$ cat src/rtl/fop_alu_seq.sv
// Sequential flag-producing ALU: single-cycle ops plus bit-serial shifts, one
// command in flight, valid/ready on both sides and a live flag register.
module fop_alu_seq #(
    parameter int unsigned WIDTH   = 64,
    parameter int unsigned SHAMT_W = 6
) (
    input  logic                    clk,
    input  logic                    rst,
    input  logic                    in_valid,
    output logic                    in_ready,
    input  logic [4:0]              cmd,
    input  logic [WIDTH-1:0]        a,
    input  logic [WIDTH-1:0]        b,
    output logic                    out_valid,
    input  logic                    out_ready,
    output logic signed [WIDTH-1:0] out,
    output logic [WIDTH-1:0]        flags
);

    localparam int unsigned MSB   = WIDTH - 1;
    localparam int unsigned F_C   = 8;
    localparam int unsigned F_N   = 9;
    localparam int unsigned F_V   = 10;
    localparam int unsigned F_Z   = 11;
    localparam int unsigned F_ULE = 16;
    localparam int unsigned F_SLT = 17;
    localparam int unsigned F_SLE = 18;

    localparam logic [4:0] OP_ZERO     = 5'b00000;
    localparam logic [4:0] OP_SIGN     = 5'b00001;
    localparam logic [4:0] OP_PASSFLAG = 5'b00010;
    localparam logic [4:0] OP_LOADFLAG = 5'b00011;
    localparam logic [4:0] OP_INV      = 5'b00100;
    localparam logic [4:0] OP_ADD      = 5'b00101;
    localparam logic [4:0] OP_SUB      = 5'b00110;
    localparam logic [4:0] OP_AND      = 5'b00111;
    localparam logic [4:0] OP_OR       = 5'b01000;
    localparam logic [4:0] OP_XOR      = 5'b01001;
    localparam logic [4:0] OP_SHL      = 5'b01010;
    localparam logic [4:0] OP_SHR      = 5'b01011;
    localparam logic [4:0] OP_SAR      = 5'b01100;

    typedef enum logic [1:0] {
        IDLE  = 2'd0,
        SHIFT = 2'd1,
        HOLD  = 2'd2
    } state_t;

    state_t             state_q, state_d;
    logic [WIDTH-1:0]   out_q, out_d;
    logic [WIDTH-1:0]   f_q, f_d;
    logic [WIDTH-1:0]   sh_q, sh_d;
    logic [SHAMT_W-1:0] cnt_q, cnt_d;
    logic [4:0]         op_q, op_d;

    logic [WIDTH:0]     sum_c;
    logic [WIDTH:0]     diff_c;
    logic [SHAMT_W-1:0] shamt_c;
    logic [WIDTH-1:0]   step_c;
    logic               bit_c;
    logic               upd_nz_c;
    logic               accept_c;

    assign in_ready  = (state_q == IDLE) && !rst;
    assign accept_c  = in_valid && in_ready;
    assign out_valid = (state_q == HOLD);
    assign out       = out_q;
    assign flags     = f_q;

    // One bit of the shift in flight and the bit it pushes out
    always_comb begin
        step_c = sh_q;
        bit_c  = 1'b0;
        case (op_q)
            OP_SHL: begin
                step_c = {sh_q[MSB-1:0], 1'b0};
                bit_c  = sh_q[MSB];
            end
            OP_SHR: begin
                step_c = {1'b0, sh_q[MSB:1]};
                bit_c  = sh_q[0];
            end
            OP_SAR: begin
                step_c = {sh_q[MSB], sh_q[MSB:1]};
                bit_c  = sh_q[0];
            end
            default: begin
                step_c = sh_q;
                bit_c  = 1'b0;
            end
        endcase
    end

    // Next-state, result and flag update
    always_comb begin
        state_d  = state_q;
        out_d    = out_q;
        f_d      = f_q;
        sh_d     = sh_q;
        cnt_d    = cnt_q;
        op_d     = op_q;
        upd_nz_c = 1'b0;
        sum_c    = {1'b0, a} + {1'b0, b};
        diff_c   = {1'b0, a} - {1'b0, b};
        shamt_c  = b[SHAMT_W-1:0];

        case (state_q)
            IDLE: begin
                if (accept_c) begin
                    state_d = HOLD;
                    case (cmd)
                        OP_ZERO: begin
                            out_d    = '0;
                            upd_nz_c = 1'b1;
                        end
                        OP_SIGN: begin
                            out_d    = {WIDTH{b[MSB]}};
                            upd_nz_c = 1'b1;
                        end
                        OP_PASSFLAG: out_d = f_q;
                        OP_LOADFLAG: begin
                            out_d = a;
                            f_d   = a;
                        end
                        OP_INV: begin
                            out_d    = ~a;
                            upd_nz_c = 1'b1;
                        end
                        OP_ADD: begin
                            out_d    = sum_c[MSB:0];
                            f_d[F_C] = sum_c[WIDTH];
                            f_d[F_V] = (a[MSB] == b[MSB]) && (sum_c[MSB] != a[MSB]);
                            upd_nz_c = 1'b1;
                        end
                        OP_SUB: begin
                            out_d      = diff_c[MSB:0];
                            f_d[F_C]   = !diff_c[WIDTH];
                            f_d[F_V]   = (a[MSB] != b[MSB]) && (diff_c[MSB] != a[MSB]);
                            f_d[F_ULE] = (a <= b);
                            f_d[F_SLT] = ($signed(a) < $signed(b));
                            f_d[F_SLE] = ($signed(a) <= $signed(b));
                            upd_nz_c   = 1'b1;
                        end
                        OP_AND: begin
                            out_d    = a & b;
                            upd_nz_c = 1'b1;
                        end
                        OP_OR: begin
                            out_d    = a | b;
                            upd_nz_c = 1'b1;
                        end
                        OP_XOR: begin
                            out_d    = a ^ b;
                            upd_nz_c = 1'b1;
                        end
                        OP_SHL, OP_SHR, OP_SAR: begin
                            // Zero-length shift completes like a single-cycle op
                            if (shamt_c == '0) begin
                                out_d = a;
                            end else begin
                                state_d = SHIFT;
                                sh_d    = a;
                                cnt_d   = shamt_c;
                                op_d    = cmd;
                            end
                        end
                        default: out_d = '0;
                    endcase
                end
            end
            SHIFT: begin
                sh_d  = step_c;
                cnt_d = cnt_q - SHAMT_W'(1);
                if (cnt_q == SHAMT_W'(1)) begin
                    state_d  = HOLD;
                    out_d    = step_c;
                    f_d[F_C] = bit_c;
                    upd_nz_c = 1'b1;
                end
            end
            HOLD: begin
                if (out_ready) begin
                    state_d = IDLE;
                end
            end
            default: state_d = IDLE;
        endcase

        if (upd_nz_c) begin
            f_d[F_N] = out_d[MSB];
            f_d[F_Z] = (out_d == '0);
        end
    end

    // State register
    always_ff @(posedge clk) begin
        if (rst) begin
            state_q <= IDLE;
        end else begin
            state_q <= state_d;
        end
    end

    // Datapath registers
    always_ff @(posedge clk) begin
        if (rst) begin
            out_q <= '0;
            f_q   <= '0;
            sh_q  <= '0;
            cnt_q <= '0;
            op_q  <= '0;
        end else begin
            out_q <= out_d;
            f_q   <= f_d;
            sh_q  <= sh_d;
            cnt_q <= cnt_d;
            op_q  <= op_d;
        end
    end

endmodule

$ cat config.mk
export PLATFORM = sky130hd
export DESIGN_NAME = fop_alu_seq
export DESIGN_NICKNAME = d
export VERILOG_FILES = /design/src/rtl/fop_alu_seq.sv
export SDC_FILE = /design/constraint.sdc
export NUM_CORES = 1
export LEC_CHECK = 0
export ABC_AREA = 1
export CORE_MARGIN = 5
export CORE_UTILIZATION = 54
export CTS_CLUSTER_DIAMETER = 40
export DETAILED_ROUTE_END_ITERATION = 12
export PLACE_DENSITY_LB_ADDON = 0.15
export RECOVER_POWER = 25
export SLEW_MARGIN = 20
export SYNTH_ARGS = -nofsm -noshare
export SYNTH_HDL_FRONTEND = slang
export SYNTH_SLANG_ARGS = --single-unit
$ cat constraint.sdc
create_clock -name clk -period 2.7 [get_ports clk]
set_input_delay 0.54 -clock clk [delete_from_list [all_inputs] [get_ports clk]]
set_output_delay 0.54 -clock clk [all_outputs]
set_load 0.01 [all_outputs]
==> results of run 1 <==
[per-layer routing]
layer | GRT overflow | GRT usage (%)
met4 | 6 | 74.7
met1 | 1 | 80.9
met5 | 0 | 56.7
met3 | 0 | 74.9
met2 | 6 | 92.2
[per-stage QoR]
stage,TNS [ns],worst slack [ns]
after CTS,-0.364,-0.280
after detailed placement,-125.52,-1.86
after global placement,-120.81,-1.78
after floorplan,-0.00861,-0.00861
[cell families after synthesis]
family	after synthesis	share of synthesized area, %
AOI/OAI and AO/OA	779	17.1
xor gates and xnor gates	2	0.0629
adders and majority gates	211	9.54
buffers and inverters	1181	16.9
DFF	205	14.7
and+or+nand+nor	2860	41.7
[repair_timing]
action                     in CTS
setup buffers                 107
gates resized for setup      1274
setup endpoints to repair     134
cloned                          0
pin swaps                     245
==> metrics.txt, run 1 <==
largest net degree at the start of global routing 96; Post-Syn Area 0.0278 mm²; row cnt 83; gr ovfl total 13; post-synth top area share 24.6%; post-synthesis net count 5586; H-tree levels 1; top-count cell post-synth nand2_1; initial core utilization 54.4%; CTS Root Cell clkbuf_16; Synth cell types 51; CTS buffer count 26; First Err [ERROR GRT-0232] Routing congestion too high. Check the congestion heatmap in the GUI.; # hold bufs at CTS 0; WEP type register input; Seq/Total Area, Yosys 14.7%; Main synth FF type dfxtp_1; global router's overall resource usage 81.3%; Halt Stage global routing (5_1_grt); number of synthesized flops with an enable pin 0; Ports 267; chip width 237 µm; post-GRT worst EP flags[11]$_SDFFE_PP0P_/D; average size of a mapped cell 5.31 µm²; chip height 237 µm; status aborted with a tool error; cell taking the most area after synthesis nand2_1; port bufs 266; Post-synth ARST share 0%; top cells by count, synth nand2_1 (1828), inv_1 (942), nor2_1 (491); Area contributors post-synth nand2_1 (25%), dfxtp_1 (15%), inv_1 (13%); Yosys reg bits 205; Final GP Congestion 1.20; placed insts 7091; Area after DPL 0.0395 mm²; hpwl dp 135000 µm; Max Root-Sink Buffers 3; Syn. warnings 0; Post-Syn Instances 5238; CTS sink count 205
==> run 2, diff against run 1 <==
CORE_UTILIZATION = 40   (was 54)
CTS_CLUSTER_DIAMETER = unset   (was 40)
clock period = 3.51 ns   (was 2.7 ns; I/O delays follow)
==> run 2 against run 1 <==
The flow now finishes without violations. Synthesized cell count is the same. Synthesized area stayed put.
==> metrics.txt, run 2 <==
status finished clean; crit-path most repeated cell nand2_1; CTS sink count 205; max_slew headroom 28.1%; most frequent cells in the layout nand2_1 (1531), buf_4 (1152), inv_1 (818); chip width 274 µm; row cnt 96; remaining antenna violation count after routing 0; RSZ-0062 raised after global routing true; worst-case hold slack 0.472 ns; Worst-Margin Slew 1.08 ns; CP Launch Type input port; Routed Wire Length 183000 µm; Synth cell types 51; PwrDens 245 mW/mm²; Max Root-Sink Buffers 3; global router's overall resource usage 45.6%; P_sw 4.72 mW; CP Class in2reg; diode count 0; static leakage 24.2 nW; cell taking the most area after synthesis nand2_1; worst path cell trace clkdlybuf4s50_1, buf_6, buf_4, ha_2, o21bai_2, buf_4, nand2_1, nand2_1, a21oi_2, buf_4, nand4_1, nand3_1, nand3_2, nand2_1, nand2_1, nand2_1, nand2_1, nor2_1, nand2_1, nor3_4, nand4_1, a21oi_1; routed len/inst 24.4 µm; global-route wire length before repair 252000 µm; final instance area 0.0455 mm²; initial antenna violation count 5; commonest non-fill, non-tap cell in the layout nand2_1; final worst-path cycle share 99.2%; number of global-route vias before repair 38000; Clk network pwr share 25.2%; Final Slew Violations 0; vias per inst 5.60; Critical Path Max Stage Delay 0.41 ns; initial core utilization 40.4%; clk_lat worst skew 0.57 ns; fmax 287 MHz; P&R area growth vs syn 63.6%; Die ar. 0.0750 mm²; Seq/Total Area, Yosys 14.7%; Yosys reg bits 205; top cells by count, synth nand2_1 (1828), inv_1 (942), nor2_1 (491); Crit Path Max Fanout 6; port bufs 266; Setup violations, final 0; Hold Path Class reg2reg; number of synthesized flops with an enable pin 0; Final Hold Fails 0; Syn. warnings 0; largest net degree at the start of global routing 88; DRC Markers 0; CTS tree done; Core Util, Final 66.2%; area of the multi-input gates 0.0229 mm²; H-tree levels 1; switching portion of total power 42.3%; combinational share of power 52.6%; Post-synth ARST share 0%; fin nets 6906; initial DRC count 5749; Main synth FF type dfxtp_1; Setup Skew 0.0314 ns; Post-Syn Instances 5238; Sequential Power Share 22.1%; fin crit period 3.48 ns; CP max stage cell clkdlybuf4s50_1; max_cap viols 0; CP required 4.00 ns; Clock transition at path regs 0.06 ns; Setup TNS 0 ns; Worst EP arrival 3.97 ns; endpoint class of the critical path flip-flop; post-synth top area share 24.6%; Cell Count, Final, Fillers Out 7507; Area contributors post-synth nand2_1 (25%), dfxtp_1 (15%), inv_1 (13%); Post-Syn Area 0.0278 mm²; average size of a mapped cell 5.31 µm²; Area after DPL 0.0400 mm²; placed insts 7393; hpwl dp 152000 µm; fillers 6569; peak supply drop 357 µV; top-count cell post-synth nand2_1; core area 0.0688 mm²; CTS Root Cell clkbuf_16; layout cells sized above 1 34.2%; gr ovfl total 0; post-synthesis net count 5586; Internal 6.45 mW; CTS buffer count 25; chip height 274 µm; Final GP Congestion 1.11; Seq. cell area 0.00411 mm²; # hold bufs at CTS 0; via count 42100; drt pass-1 iters 8; Ports 267
==> run 2: what timing repair did <==
item / 4_1_cts / 5_1_grt
pin swaps: 63 / 233
gates resized for setup: 520 / 782
buffers inserted: 20 / 50
endpoints found under the setup margin: 21 / 4
==> run 2: logic make-up after synthesis <==
kind of cell               after synthesis  synth area share, %
and+or+nand+nor                       2860                 41.7
buffers and inverters                 1181                 16.9
AOI/OAI and AO/OA                      779                 17.1
adders and majority gates              211                 9.54
DFF                                    205                 14.7
xor gates and xnor gates                 2               0.0629
==> run 2: power by group through the flow <==
stage | logic [mW] | clock network [mW] | registers, mW
floorplan | 2.00 | 0 | 2.50
global placement | 4.75 | 0 | 2.52
detailed placement | 4.76 | 0 | 2.52
CTS | 5.12 | 2.81 | 2.47
global route | 6.12 | 2.91 | 2.47
finish | 5.88 | 2.82 | 2.47
==> run 2: metrics by stage <==
| stage | power (mW) | setup WS [ns] |
|---|---|---|
| 3_5_place_dp | 7.28 | -1.27 |
| 4_1_cts | 10.4 | 0.00310 |
| 2_1_floorplan | 4.50 | 0.542 |
| 3_3_place_gp | 7.27 | -1.25 |
| 5_1_grt | 11.5 | -0.0839 |
| 6_report | 11.2 | 0.0297 |
==> run 2: layout make-up <==
| type | instances | share of cell area (%) |
|---|---|---|
| well taps | 931 | 2.56 |
| repair buffers | 1520 | 28.2 |
| multi-input cells | 3852 | 50.4 |
| flip-flops and latches | 205 | 9.01 |
| inverters | 954 | 7.92 |
| clock buffers | 32 | 1.54 |
| clock inverters | 13 | 0.360 |
==> run 2: worst max-delay path, delay by kind of cell <==
kind            cells  cell delay (ns)
fa+ha+maj           1             0.21
buf+inv             5             1.04
simple gates       13             1.41
compound gates      3             0.58
==> run 2: final timing paths <==
check,start,end,slack [ns],cells past startpoint
worst min register to register,sh_q[5]$_SDFFE_PP0P_,sh_q[5]$_SDFFE_PP0P_,0.47,2
worst max-delay path,a[16],flags[11]$_SDFFE_PP0P_,0.03,22
worst min-delay path,sh_q[5]$_SDFFE_PP0P_,sh_q[5]$_SDFFE_PP0P_,0.47,2
worst max register to register,state_q[1]$_SDFFE_PP0P_,flags[11]$_SDFFE_PP0P_,0.55,15
==> run 2: routing by layer <==
layer  vias to the layer above  global-route usage (%)  wire, µm
met3                       415                    21.3     32000
met2                      2871                    61.2     69200
li1                      19200                       -         -
met1                     19600                    64.0     74400
met4                         6                    14.2      7330
met5                         -                       0       170
No activity file was read; power rests on OpenSTA's default activity.
